## src/rtl/spread_tx_modulator.sv

```systemverilog
// Spread-spectrum BPSK transmitter: DDS carrier times a PRN chip stream, scaled
// by a programmable amplitude and emitted as signed 16-bit samples with a push strobe.

// Quarter-wave sine: maps phase index v (0..8191 across 0..pi/2) to 0..32767
// using the parabola 32767 * x * (2 - x), where x = v / 8192.
module sine (
   input  logic        [12:0] v,
   output logic signed [16:0] sv
);
   logic [25:0] p;

   assign p  = {13'd0, v} * (26'd16384 - {13'd0, v});
   assign sv = $signed(17'(p >> 11));
endmodule

module spread_tx_modulator #(
   parameter logic [31:0] BASE = 32'hFE000800
) (
   input  logic        clk,
   input  logic        rst,
   input  logic [31:0] addr,
   input  logic [31:0] Wdata,
   input  logic        write,
   input  logic        read,
   output logic [31:0] Rdata,
   output logic [15:0] DAC,
   output logic        PushDAC,
   output logic        EpochPulse
);
   // Output stream: PushDAC is a one-cycle valid with no ready; DAC holds between
   // pushes, and EpochPulse is only ever high together with PushDAC.

   logic        run;
   logic [31:0] sample_div, div_cnt;
   logic [31:0] freq_add, freq_phase;
   logic [31:0] chip_freq, chip_phase;
   logic [3:0]  prn_hob;
   logic [13:0] prn_poly, prn_value;
   logic [15:0] amplitude;
   logic [31:0] sample_count, epoch_count;

   logic        hit;
   logic [3:0]  off;
   logic        wr_ctrl, wr_div, wr_fadd, wr_fph, wr_cfrq, wr_cph, wr_prn, wr_amp, wr_scnt, wr_ecnt;

   assign hit     = (addr[31:6] == BASE[31:6]) && (addr[1:0] == 2'b00);
   assign off     = addr[5:2];
   assign wr_ctrl = write && hit && (off == 4'd0);
   assign wr_div  = write && hit && (off == 4'd1);
   assign wr_fadd = write && hit && (off == 4'd2);
   assign wr_fph  = write && hit && (off == 4'd3);
   assign wr_cfrq = write && hit && (off == 4'd4);
   assign wr_cph  = write && hit && (off == 4'd5);
   assign wr_prn  = write && hit && (off == 4'd6);
   assign wr_amp  = write && hit && (off == 4'd7);
   assign wr_scnt = write && hit && (off == 4'd8);
   assign wr_ecnt = write && hit && (off == 4'd9);

   always_comb begin
      Rdata = 32'd0;
      if (read && hit) begin
         case (off)
            4'd0:    Rdata = {31'd0, run};
            4'd1:    Rdata = sample_div;
            4'd2:    Rdata = freq_add;
            4'd3:    Rdata = freq_phase;
            4'd4:    Rdata = chip_freq;
            4'd5:    Rdata = chip_phase;
            4'd6:    Rdata = {prn_hob, prn_poly, prn_value};
            4'd7:    Rdata = {16'd0, amplitude};
            4'd8:    Rdata = sample_count;
            4'd9:    Rdata = epoch_count;
            default: Rdata = 32'd0;
         endcase
      end
   end

   logic        tick;
   logic [31:0] chip_phase_nx;
   logic        lfsr_step, ob, epoch_hit;
   logic [15:0] value_ext;
   logic [13:0] lfsr_t, value_nx;

   assign tick          = run && (div_cnt == sample_div);
   assign chip_phase_nx = chip_phase + chip_freq;
   // The PRN advances once per chip, on the rising crossing of the chip phase MSB.
   assign lfsr_step     = tick && !chip_phase[31] && chip_phase_nx[31];
   assign value_ext     = {2'b00, prn_value};
   assign ob            = value_ext[prn_hob];
   assign lfsr_t        = 14'((value_ext & ~(16'd1 << prn_hob)) << 1);
   assign value_nx      = ob ? (lfsr_t ^ prn_poly) : lfsr_t;
   assign epoch_hit     = lfsr_step && (value_nx == 14'd1);

   always_ff @(posedge clk or posedge rst) begin
      if (rst) begin
         run          <= 1'b0;
         sample_div   <= 32'd0;
         div_cnt      <= 32'd0;
         freq_add     <= 32'd0;
         freq_phase   <= 32'd0;
         chip_freq    <= 32'd0;
         chip_phase   <= 32'd0;
         prn_hob      <= 4'd0;
         prn_poly     <= 14'd0;
         prn_value    <= 14'd0;
         amplitude    <= 16'd0;
         sample_count <= 32'd0;
         epoch_count  <= 32'd0;
      end else begin
         if (wr_ctrl) run <= Wdata[0];
         if (wr_div)  sample_div <= Wdata;
         if (wr_fadd) freq_add <= Wdata;
         if (wr_cfrq) chip_freq <= Wdata;
         if (wr_amp)  amplitude <= Wdata[15:0];

         if (!run || (div_cnt == sample_div)) div_cnt <= 32'd0;
         else                                 div_cnt <= div_cnt + 32'd1;

         // A bus write to a register beats that register's own tick update.
         if (wr_fph)    freq_phase <= Wdata;
         else if (tick) freq_phase <= freq_phase + freq_add;

         if (wr_cph)    chip_phase <= Wdata;
         else if (tick) chip_phase <= chip_phase_nx;

         if (wr_prn) begin
            prn_hob   <= Wdata[31:28];
            prn_poly  <= Wdata[27:14];
            prn_value <= Wdata[13:0];
         end else if (lfsr_step) begin
            prn_value <= value_nx;
         end

         if (wr_scnt)   sample_count <= Wdata;
         else if (tick) sample_count <= sample_count + 32'd1;

         if (wr_ecnt)        epoch_count <= 32'd0;
         else if (epoch_hit) epoch_count <= epoch_count + 32'd1;
      end
   end

   // Stage 0: capture table index, quadrant and chip from pre-update state.
   logic        s0_valid, s0_chip, s0_epoch;
   logic [12:0] s0_v;
   logic [1:0]  s0_quad;

   always_ff @(posedge clk or posedge rst) begin
      if (rst) begin
         s0_valid <= 1'b0;
         s0_v     <= 13'd0;
         s0_quad  <= 2'd0;
         s0_chip  <= 1'b0;
         s0_epoch <= 1'b0;
      end else begin
         s0_valid <= tick;
         if (tick) begin
            s0_v     <= freq_phase[30] ? ~freq_phase[29:17] : freq_phase[29:17];
            s0_quad  <= freq_phase[31:30];
            s0_chip  <= ob;
            s0_epoch <= epoch_hit;
         end
      end
   end

   // Stage 1: table lookup; lower half-wave and chip=1 each invert the sign.
   logic signed [16:0] sine_sv, s1_s;
   logic               s1_valid, s1_epoch;

   sine u_sine (
      .v  (s0_v),
      .sv (sine_sv)
   );

   always_ff @(posedge clk or posedge rst) begin
      if (rst) begin
         s1_valid <= 1'b0;
         s1_s     <= 17'sd0;
         s1_epoch <= 1'b0;
      end else begin
         s1_valid <= s0_valid;
         if (s0_valid) begin
            s1_s     <= (s0_quad[1] ^ s0_chip) ? -sine_sv : sine_sv;
            s1_epoch <= s0_epoch;
         end
      end
   end

   // Stage 2: amplitude scaling, keeping product bits [31:16].
   logic signed [33:0] prod;
   logic               push_r, epoch_r;

   assign prod = s1_s * $signed({1'b0, amplitude});

   always_ff @(posedge clk or posedge rst) begin
      if (rst) begin
         DAC     <= 16'd0;
         push_r  <= 1'b0;
         epoch_r <= 1'b0;
      end else begin
         push_r  <= s1_valid;
         epoch_r <= s1_valid && s1_epoch;
         if (s1_valid) DAC <= 16'(prod >> 16);
      end
   end

   assign PushDAC    = push_r;
   assign EpochPulse = push_r && epoch_r;
endmodule

```

## config.mk

```make
export PLATFORM = sky130hd
export DESIGN_NAME = spread_tx_modulator
export DESIGN_NICKNAME = d
export VERILOG_FILES = /design/src/rtl/spread_tx_modulator.sv
export SDC_FILE = /design/constraint.sdc
export NUM_CORES = 2
export LEC_CHECK = 0
export CAP_MARGIN = 40
export CORE_AREA = 4 4 292 294
export DETAILED_ROUTE_END_ITERATION = 10
export DIE_AREA = 0 0 296 298
export PLACE_DENSITY = 0.61
export SYNTH_ARGS = -nofsm -noshare
export SYNTH_HDL_FRONTEND = slang
export SYNTH_SLANG_ARGS = --single-unit
```

## constraint.sdc

```tcl
create_clock -name clk -period 14.8 [get_ports clk]
set_input_delay 2.96 -clock clk [delete_from_list [all_inputs] [get_ports clk]]
set_output_delay 2.96 -clock clk [all_outputs]
set_load 0.005 [all_outputs]
```

==> impl_metrics.csv <==
group,metric,value,unit
worst_setup_path,crit_fanout,32,
yosys,synth_async_sr_flop_share,100,%
grt,antenna_found_initial,1,
routing,viasPerCell,5.61,
sta,slew_headroom,36.9,%
placed_design,gp_congestion,0.934,
yosys,yosys_warnings,0,
routing,drtIter0Drc,2246,
placed_design,placed_area,39300,um2
die,rows,106,
sta,setup_violations,0,
yosys,synth_edf_count,0,
cells_and_area,most-common-layout-cells,"inv_1, nand2_1, fa_1",
yosys,avgSynthCellArea,9.20,um2
clocking,postCtsHoldBufs,0,
yosys,ys_seq_elements,359,
sta,timing.hold.ws,0.487,ns
routing,post-route-drc-count,0,
yosys,syn_area,36800,um2
worst_setup_path,worst-endpoint-arrival,5.87,ns
sta,fmax,113,MHz
grt,gr-total-overflow,0,
sta,hold_viol_final,0,
routing,totalWireLength,107000,um
grt,grt_first_pass_wirelength,170000,um
sta,finalCritPeriodShare,59.7,%
grt,grt_max_degree,105,
grt,grt_pass1_vias,29185,
worst_setup_path,worstPathRequired,11.84,ns
power_and_ir_drop,power.leakage,18.4,nW
worst_setup_path,cp-end-kind,"output pin",
cells_and_area,diodes,0,
sta,fin_skew,0.0348,ns
cells_and_area,layout_commonest_cell,"inv_1",
clocking,h-tree-depth,2,
sta,fin_crit,8.83,ns
clocking,clock_path_buffers,3,
yosys,synth_ff_type,"dfrtp_1",
cells_and_area,stdcell_count,5149,
cells_and_area,drive_above_1_share,7.62,%
worst_setup_path,crit_type,"primary input to output pin",
yosys,ys_types,78,
die,die_w,296,um
clocking,ctsResizeCount,0,
routing,final_antenna_net_count,0,
die,core-area,82900,um2
clocking,worstSkewPairLatency,0.61,ns
routing,via_count,28875,
sta,fin_setup_tns,0,ns
grt,track_usage,24.6,%
run,maxCapViolCount,0,
placed_design,dpl.cell_count,5067,
clocking,cts_buffers,44,
status,outcome,"finished clean",
yosys,synth-seq-area-share,24.4,%
sta,tightest_slew,0.947,ns
sta,maxSlewViolCount,0,
cells_and_area,finalNetCount,4730,
power_and_ir_drop,power_density,55.9,nW/um2
worst_setup_path,startpoint_type,"primary input",
cells_and_area,finish.instance_area,40900,um2
clocking,cts_root_buf,"clkbuf_16",
routing,wire_per_inst,20.9,um
placed_design,place_hpwl,82700,um
placed_design,io_buffers,117,
clocking,post-cts-setup-buffers,0,
worst_hold_path,hp-class,"flip-flop to flip-flop",
sta,rsz0062_at_grt,"false",
clocking,clkTransAtPathRegs,0.06,ns
power_and_ir_drop,ir_drop,0.0808,mV
die,die_area,88200,um2
routing,dr.pass1.iters,6,
clocking,clock_sink_count,359,
die,start_util,44.4,%
die,die_y,298,um
clocking,cts_tree,"built",
yosys,syn_inst,4003,
cells_and_area,post-route-util,49.4,%
cells_and_area,syn2layout_area_growth,11.1,%
die,io_pins,118,
[path summary, 6_finish.rpt]
check                                     start                        to  slack (ns)  cells past startpoint
min reg2reg                s0_epoch$_DFFE_PP0P_      s0_epoch$_DFFE_PP0P_        0.49                      1
min                        s0_epoch$_DFFE_PP0P_      s0_epoch$_DFFE_PP0P_        0.49                      1
max reg2reg                 s0_v[1]$_DFFE_PP0P_      s1_s[14]$_DFFE_PP0P_        6.27                     31
max                                    addr[15]                 Rdata[13]        5.97                      8
min in group asynchronous                   rst   freq_add[1]$_DFFE_PP0P_        2.91                      2
max in group asynchronous                   rst  freq_add[30]$_DFFE_PP0P_        9.23                      6
[cell usage after synthesis, types with 49 or more instances]
| cell type | count | share of area, % |
|---|---|---|
| inv_1 | 490 | 5.0 |
| nand2_1 | 413 | 4.2 |
| fa_1 | 408 | 22 |
| dfrtp_1 | 359 | 24 |
| nor2_1 | 292 | 3.0 |
| ha_1 | 221 | 7.5 |
| a21oi_1 | 201 | 2.7 |
| clkbuf_1 | 165 | 1.7 |
| and2_1 | 146 | 2.5 |
| xnor2_1 | 142 | 3.4 |
| mux2_2 | 133 | 4.1 |
| xor2_1 | 114 | 2.7 |
| o21ai_0 | 104 | 1.4 |
| nand2b_1 | 89 | 1.5 |
| nand3_1 | 71 | 0.96 |
| nor2b_1 | 63 | 1.1 |
| a31oi_1 | 54 | 0.92 |
| a22oi_1 | 50 | 1.0 |
| nand4_1 | 49 | 0.83 |
| nor3_1 | 49 | 0.67 |
[final cells by class]
| cell class | count | area, um2 |
|---|---|---|
| flip-flops and latches | 359 | 8980 |
| clock inverters | 24 | 369 |
| inverters | 493 | 1860 |
| repair buffers | 171 | 1770 |
| fillers | 7817 | 41900 |
| multi-input cells | 2964 | 25400 |
| clock buffers | 58 | 1240 |
| well taps | 1080 | 1350 |
[critical path: stages]
cell             delay, ns
clkdlybuf4s50_1       0.43
nor4_1                0.36
nand4_1               0.14
nor3_1                0.58
nand3_1               0.14
buf_4                 0.31
a31oi_1               0.35
clkdlybuf4s50_1       0.57
[cells by family (layout without fill, tap and decap cells)]
| group | after synthesis | after routing | synth area share (%) |
|---|---|---|---|
| other | 2 | 9 | 0.0204 |
| DFF | 359 | 359 | 24.4 |
| AOI/OAI and AO/OA | 640 | 640 | 11.4 |
| and+or+nand+nor | 1271 | 1271 | 16.6 |
| adders and majority gates | 629 | 629 | 29.7 |
| muxes | 159 | 159 | 4.87 |
| xor gates and xnor gates | 256 | 256 | 6.09 |
| buffers and inverters | 687 | 746 | 7.03 |
[sequential cells by signal, summed over array words and instances (netlist names), 16 cells and up]
signal / count
sample_count: 32
div_cnt: 32
freq_add: 32
sample_div: 32
chip_phase: 32
amplitude: 16
freq_phase: 32
epoch_count: 32
DAC: 16
s1_s: 17
chip_freq: 32
[through the flow]
step                setup WS [ns]  power [mW]
floorplan                    1.88        1.04
detailed placement           6.03        1.10
global placement             5.95        1.09
CTS                          6.02        2.31
finish                       5.97        2.29
global route                 5.64        2.35
[layer usage]
layer / GRT usage [%] / part of all wire [%] / routed length [um]
met1: 34.9 / 43 / 46500
met2: 39.5 / 47 / 50200
met3: 3.00 / 6.5 / 6990
met4: 7.72 / 3.4 / 3690
met5: 0 / 0 / 0
[report_power, final]
group	internal (mW)	switching [mW]
sequential	0.982	0.000000117
clock	0.737	0.476
combinational	0.0332	0.0622
total	1.75	0.538
No activity file was read; power rests on OpenSTA's default activity.
